[src/rtl/csr_stream_packer.sv]
// Packs one scalar CSR element per cycle into PARALLELISM-lane output beats.
// Holds at most two complete beats: the output register plus one pending beat in the accumulator.
module csr_stream_packer #(
  parameter int unsigned DATA_WIDTH  = 32,
  parameter int unsigned PARALLELISM = 4
) (
  input  logic                                   i_clk,
  input  logic                                   i_rst_n,
  input  logic [DATA_WIDTH-1:0]                  i_s_data,
  input  logic                                   i_s_valid,
  output logic                                   o_s_ready,
  input  logic                                   i_s_last,
  output logic [PARALLELISM-1:0][DATA_WIDTH-1:0] o_m_data,
  output logic                                   o_m_valid,
  input  logic                                   i_m_ready,
  output logic                                   o_m_last,
  output logic                                   o_m_bytemask,
  output logic                                   o_busy
);

  localparam int unsigned LANE_W = $clog2(PARALLELISM);
  localparam logic [LANE_W-1:0] LastLane = LANE_W'(PARALLELISM - 1);

  typedef logic [PARALLELISM-1:0][DATA_WIDTH-1:0] beat_t;

  beat_t             r_acc, w_acc_nxt;
  logic [LANE_W-1:0] r_lane, w_lane_nxt;
  logic              r_pending, w_pending_nxt;
  logic              r_pend_last, w_pend_last_nxt;
  logic              r_pend_bm, w_pend_bm_nxt;
  beat_t             r_out_data, w_out_data_nxt;
  logic              r_out_valid, w_out_valid_nxt;
  logic              r_out_last, w_out_last_nxt;
  logic              r_out_bm, w_out_bm_nxt;
  logic              r_alive;

  beat_t w_beat;
  logic  w_accept, w_drain, w_complete, w_partial;

  assign o_s_ready  = r_alive & ~r_pending;
  assign w_accept   = i_s_valid & o_s_ready;
  assign w_drain    = r_out_valid & i_m_ready;
  assign w_complete = (r_lane == LastLane) | i_s_last;
  assign w_partial  = i_s_last & (r_lane != LastLane);

  // Lanes above the current one are already zero because acc is cleared on every beat hand-off.
  always_comb begin
    w_beat         = r_acc;
    w_beat[r_lane] = i_s_data;
  end

  always_comb begin
    w_acc_nxt       = r_acc;
    w_lane_nxt      = r_lane;
    w_pending_nxt   = r_pending;
    w_pend_last_nxt = r_pend_last;
    w_pend_bm_nxt   = r_pend_bm;
    w_out_data_nxt  = r_out_data;
    w_out_valid_nxt = r_out_valid & ~i_m_ready;
    w_out_last_nxt  = r_out_last;
    w_out_bm_nxt    = r_out_bm;
    if (r_pending) begin
      if (w_drain) begin
        w_out_data_nxt  = r_acc;
        w_out_valid_nxt = 1'b1;
        w_out_last_nxt  = r_pend_last;
        w_out_bm_nxt    = r_pend_bm;
        w_acc_nxt       = '0;
        w_pending_nxt   = 1'b0;
      end
    end else if (w_accept) begin
      if (w_complete) begin
        w_lane_nxt = '0;
        if (!r_out_valid || w_drain) begin
          w_out_data_nxt  = w_beat;
          w_out_valid_nxt = 1'b1;
          w_out_last_nxt  = i_s_last;
          w_out_bm_nxt    = w_partial;
          w_acc_nxt       = '0;
        end else begin
          w_acc_nxt       = w_beat;
          w_pending_nxt   = 1'b1;
          w_pend_last_nxt = i_s_last;
          w_pend_bm_nxt   = w_partial;
        end
      end else begin
        w_acc_nxt  = w_beat;
        w_lane_nxt = r_lane + LANE_W'(1);
      end
    end
  end

  always_ff @(posedge i_clk or negedge i_rst_n) begin
    if (!i_rst_n) begin
      r_acc       <= '0;
      r_lane      <= '0;
      r_pending   <= 1'b0;
      r_pend_last <= 1'b0;
      r_pend_bm   <= 1'b0;
      r_out_data  <= '0;
      r_out_valid <= 1'b0;
      r_out_last  <= 1'b0;
      r_out_bm    <= 1'b0;
      r_alive     <= 1'b0;
    end else begin
      r_acc       <= w_acc_nxt;
      r_lane      <= w_lane_nxt;
      r_pending   <= w_pending_nxt;
      r_pend_last <= w_pend_last_nxt;
      r_pend_bm   <= w_pend_bm_nxt;
      r_out_data  <= w_out_data_nxt;
      r_out_valid <= w_out_valid_nxt;
      r_out_last  <= w_out_last_nxt;
      r_out_bm    <= w_out_bm_nxt;
      r_alive     <= 1'b1;
    end
  end

  assign o_m_data     = r_out_data;
  assign o_m_valid    = r_out_valid;
  assign o_m_last     = r_out_last;
  assign o_m_bytemask = r_out_bm;
  assign o_busy       = r_out_valid | r_pending | (r_lane != '0);

endmodule

[config.mk]
export PLATFORM = sky130hd
export DESIGN_NAME = csr_stream_packer
export DESIGN_NICKNAME = d
export VERILOG_FILES = /design/src/rtl/csr_stream_packer.sv
export SDC_FILE = /design/constraint.sdc
export NUM_CORES = 1
export LEC_CHECK = 0
export CORE_MARGIN = 5
export CORE_UTILIZATION = 30
export DETAILED_ROUTE_END_ITERATION = 8
export GPL_ROUTABILITY_DRIVEN = 0
export HOLD_SLACK_MARGIN = 0.05
export PLACE_DENSITY_LB_ADDON = 0.25
export SETUP_SLACK_MARGIN = 0.5
export SLEW_MARGIN = 0
export SYNTH_ARGS = -nofsm -noshare
export SYNTH_HDL_FRONTEND = slang
export SYNTH_SLANG_ARGS = --single-unit
[constraint.sdc]
create_clock -name i_clk -period 2.5 [get_ports i_clk]
set_input_delay 0.5 -clock i_clk [delete_from_list [all_inputs] [get_ports i_clk]]
set_output_delay 0.5 -clock i_clk [all_outputs]
set_load 0.1 [all_outputs]
### After elaboration in Yosys (flattened, before gate mapping)

Index checks and enable logic that the tools add are counted.

* bits in registers: 265
* output and inout port bits: 133

* $add $sub $neg: 1
* magnitude comparators: 2
* equality and inequality tests: 3
* multiplexer cells: 34
* bitwise logic cells: 11
* reduce and logical (&&, ||, !) cells: 11

Operators with widths (count)
* 2-to-1 mux 128 bit: 10
* bitwise mux 128 bit: 1
* demux 32 bit (select 2 bit): 1
* 2-to-1 mux 32 bit: 1
* 2-to-1 mux 1 bit: 20
* AND reduction 4 bit: 2
* nonzero test 2 bit: 4
* bitwise AND 1 bit: 5
* AND reduction 2 bit: 2
* less-than comparator 2 x 3 -> 1 bit, second input constant: 1
* inverter 1 bit: 3
* bitwise OR 1 bit: 3
* adder 2 x 1 -> 2 bit, second input constant: 1
* equality test 2 bit, second input constant: 1
* >= comparator 2 x 1 -> 1 bit, second input constant: 1
* 2-to-1 mux 2 bit: 1
* inequality test 2 x 1 -> 1 bit, second input constant: 1
* inequality test 2 bit, second input constant: 1
* logical AND 1 bit: 1
* zero test 1 bit: 1
* logical OR 1 bit: 1

### Longest topological paths before layout

* word-level depth: 9
* depth in mapped cells: 7

### Least setup slack after synthesis

Ideal clock, no wire load.

* path kind: register to output
* start: reg r_pending
* end: out o_s_ready
* data arrival time: 1928 ps
* slack: 72 ps
* cell stages (with the launch flop): 3
* path buffers: 1
* cell sequence: dfrtp_1 buf_2 nor2b_1

* cells in the longest elaborated chain, start to end: 2

RTL lines
* start, declared: RTL line 28 `logic r_pending, w_pending_nxt;`
* start signal, assigned: RTL line 108 `r_pending <= w_pending_nxt;`
* inverter 1 bit (no source line)
* bitwise AND 1 bit: RTL line 40 `assign o_s_ready = r_alive & ~r_pending;`
* end, declared: RTL line 11 `output logic o_s_ready,`

No other way between the ends.

### Worst setup path after layout

* start: reg r_lane[0]
* end: out o_busy

* cells in the longest elaborated chain, start to end: 2

RTL lines
* start, declared: RTL line 27 `logic [LANE_W-1:0] r_lane, w_lane_nxt;`
* start signal, assigned: RTL line 107 `r_lane <= w_lane_nxt;`
* nonzero test 2 bit: RTL line 123 `assign o_busy = r_out_valid | r_pending | (r_lane != '0);`
* bitwise OR 1 bit: RTL line 123
* end, declared: RTL line 18 `output logic o_busy`

No other way between the ends.

==> impl_metrics.env <==
export IMPL_drc_errors=0
export IMPL_layout_drive_gt1_share_pct=25.41
export IMPL_slew_violations=0
export IMPL_fin_crit_ns=2.228
export IMPL_crit_chain="buf_6, inv_4, ha_4, nand2b_4, or2_4, buf_12"
export IMPL_grt_pass1_wl_um=55590
export IMPL_r2r_slack_ns=0.35
export IMPL_synth_cells=960
export IMPL_status="complete, no violations"
export IMPL_r2r_start="r_lane[0]"
export IMPL_io_buffers=169
export IMPL_fin_crit_sh_pct=89.13
export IMPL_die_height_um=204
export IMPL_reg2reg_to="r_acc[59]"
export IMPL_cp_startpoint="r_lane[0]"
export IMPL_fmax_mhz=448.8
export IMPL_grt_max_degree=78
export IMPL_cp_start_kind="register"
export IMPL_dr_first_iter_drc_count=523
export IMPL_dieArea_um2=41620
export IMPL_final_cells=1660
export IMPL_syn_cell_area_um2=11290
export IMPL_syn_avg_cell_area_um2=11.76
export IMPL_relSlewSlack_pct=59.37
export IMPL_worstPathRequired_ns=2.00
export IMPL_root_buffer="clkbuf_16"
export IMPL_viasPerCell=5.111
export IMPL_synth_cell_type_count=34
export IMPL_yosysWarnings=0
export IMPL_nets=1167
export IMPL_critPathKind="reg -> out"
export IMPL_grt_overflow_total=0
export IMPL_final_area_um2=15100
export IMPL_p_per_area_nw_per_um2=1557
export IMPL_antenna_found_initial=0
export IMPL_seq_power_share_pct=27.5
export IMPL_yosysSeqAreaShare_pct=58.73
export IMPL_cts_tree="done"
export IMPL_clk_pin_slew_ns=0.06
export IMPL_finClkSkew_ns=0.01306
export IMPL_start_util_pct=30.19
export IMPL_hold_path_class="reg -> reg"
export IMPL_rsz0062_at_grt="true"
export IMPL_hold_viol=0
export IMPL_place_inst=1563
export IMPL_cts_buffers=30
export IMPL_placed_area_um2=13300
export IMPL_ant_nets=0
export IMPL_cpPeakStageDelay_ns=0.39
export IMPL_antennaDiodeCount=0
export IMPL_arrival_ns=1.73
export IMPL_r2r_cells=9
export IMPL_switching_share_pct=50.16
export IMPL_vias=8485
export IMPL_grt_pass1_vias=8645
export IMPL_first_pass_iters=4
export IMPL_clk_latency_ns=0.56
export IMPL_routed_wl_um=37480
export IMPL_switchingPower_mw=11.79
export IMPL_ys_ff_latch=265
export IMPL_synth_fp_nets=1002
export IMPL_p_int_mw=11.72
export IMPL_area_growth_pct=33.77
export IMPL_p_leak_nw=7.212
export IMPL_coreArea_um2=37400
export IMPL_worstSetupEndpointType="output port"
export IMPL_routedWlPerCell_um=22.58
export IMPL_io_pins=170
export IMPL_dp_hpwl_um=21360
export IMPL_worstMarginPinSlew_ns=0.6080
export IMPL_grtUsageTotal_pct=16.91
export IMPL_critPathSlowestCell="dfrtp_1"
export IMPL_cts_buffer_depth=3
export IMPL_die_width_um=204
export IMPL_ir_drop_mv=1.068
export IMPL_setup_viol=0
export IMPL_maxCapViolCount=0
export IMPL_crit_end="o_busy"
export IMPL_min_from="o_m_data[68]"
export IMPL_htree_levels=1
export IMPL_cts_sinks=265
export IMPL_cp_max_fo=2
export IMPL_rows=71
export IMPL_pwr_share_comb_pct=52.9
export IMPL_p_clk_share_pct=19.6
## cells in the mapped netlist (all sizes together)
master,count,area (µm²)
o21ai,266,1343
dfrtp,265,6631
mux2i,130,1301
a22o,127,1112
buf,76,402.9
clkbuf,39,146.4
nand2,7,28.78
inv,6,22.52
nor2,6,22.52
ha,5,62.56
nand2b,5,31.28
nand3,5,25.02
nor3,4,20.02
nor2b,3,18.77
a21o,2,16.27
a21oi,2,10.01
or2,2,12.51
a211o,1,8.760
a211oi,1,7.510
a221oi,1,8.760
and2,1,6.260
conb,1,3.750
nand3b,1,7.510
nor3b,1,18.77
o21a,1,7.510
o22ai,1,6.260
o2bb2ai,1,8.760
## placed cells by master, fill, tap and decap left out, drive strengths merged, types with 2 or more instances in the layout
master | netlist | routed
o21ai | 266 | 267
nor3 | 4 | 4
nand2b | 5 | 5
buf | 76 | 201
nor2 | 6 | 8
bufinv | 0 | 3
a21oi | 2 | 2
clkinv | 0 | 8
nand2 | 7 | 8
mux2i | 130 | 130
clkinvlp | 0 | 2
nor2b | 3 | 3
ha | 5 | 5
inv | 6 | 7
clkdlybuf4s50 | 0 | 35
a21o | 2 | 2
dfrtp | 265 | 265
a22o | 127 | 127
nand3 | 5 | 5
or2 | 2 | 2
clkbuf | 39 | 48
## power groups by stage
stage	Clock, mW	Sequential [mW]	Combinational (mW)
after global routing	4.91	6.62	13.0
after detailed placement	0	6.56	11.7
after CTS	4.74	6.50	12.1
final	4.61	6.47	12.4
after floorplan	0	11.8	3.38
after global placement	0	6.55	11.6
## routing by layer
metal	vias to the layer above	share of wire (%)	GRT usage (%)	wire length (µm)
met1	4380	47	24.49	17580
met3	36	5.4	3.189	2012
met4	0	1.4	3.422	526
met5	-	0	0	0
li1	3844	-	-	-
met2	225	46	26.73	17360
## logic make-up (layout without fill, tap and decap cells)
kind of cell	count (synthesis)	in the layout	share of synthesized area, %
fa+ha+maj	5	5	0.5541
other cells	1	1	0.03321
simple gates	35	38	1.696
flops	265	265	58.73
mux	130	130	11.52
compound gates	403	404	22.40
buf+inv	121	306	5.064
## registers in the layout, summed over array words and instances (netlist names)
register / flops
r_pend_last: 1
o_m_data: 128
r_pend_bm: 1
r_lane: 2
o_m_bytemask: 1
r_acc: 128
r_pending: 1
r_alive: 1
o_m_valid: 1
o_m_last: 1
## per-stage QoR
step | total power [mW] | worst slack, ns | hold WS (ns) | setup TNS (ns) | util [%]
detailed placement | 18.26 | -0.09364 | 0.4857 | -7.313 | 35.57
global placement | 18.19 | -0.09395 | 0.4764 | -6.188 | 35.57
CTS | 23.37 | 0.2423 | 0.5018 | 0 | 39.38
global route | 24.53 | 0.2087 | 0.5137 | 0 | 40.38
finish | 23.51 | 0.2716 | 0.4967 | 0 | 40.38
floorplan | 15.19 | 0.3531 | 0.2044 | 0 | -
## timing repair
action | 4_1_cts | 5_1_grt
setup buffers | 12 | 14
resized for setup | 27 | 24
hold buffers | 1 | 0
hold endpoints to repair | 56 | 0
cloned | 7 | 7
pin swaps | 7 | 1
setup endpoints to repair | 223 | 258
## worst min-delay path by stage
stage,cells past startpoint,slack [ns],end
5_1_grt,1,0.51,r_acc[45]
2_1_floorplan,0,0.20,o_m_bytemask
6_report,2,0.50,o_m_data[68]
3_5_place_dp,1,0.49,r_acc[16]
4_1_cts,1,0.50,r_acc[127]
3_3_place_gp,1,0.48,r_acc[127]
## worst max-delay path: cells and delay by family, from the launching register on
| kind | cells | cell delay, ns |
|---|---|---|
| simple gates | 2 | 0.31 |
| fa+ha+maj | 1 | 0.14 |
| flops | 1 | 0.39 |
| buf+inv | 3 | 0.34 |
## layout make-up
class | count | area [µm²]
clock buffers | 42 | 885.9
well taps | 511 | 639.4
flip-flops and latches | 265 | 6634
fillers | 3607 | 22300
multi-input cells | 578 | 4282
clock inverters | 14 | 165.2
repair buffers | 244 | 2472
inverters | 6 | 25.02
Power figures use the tool's default switching activity.
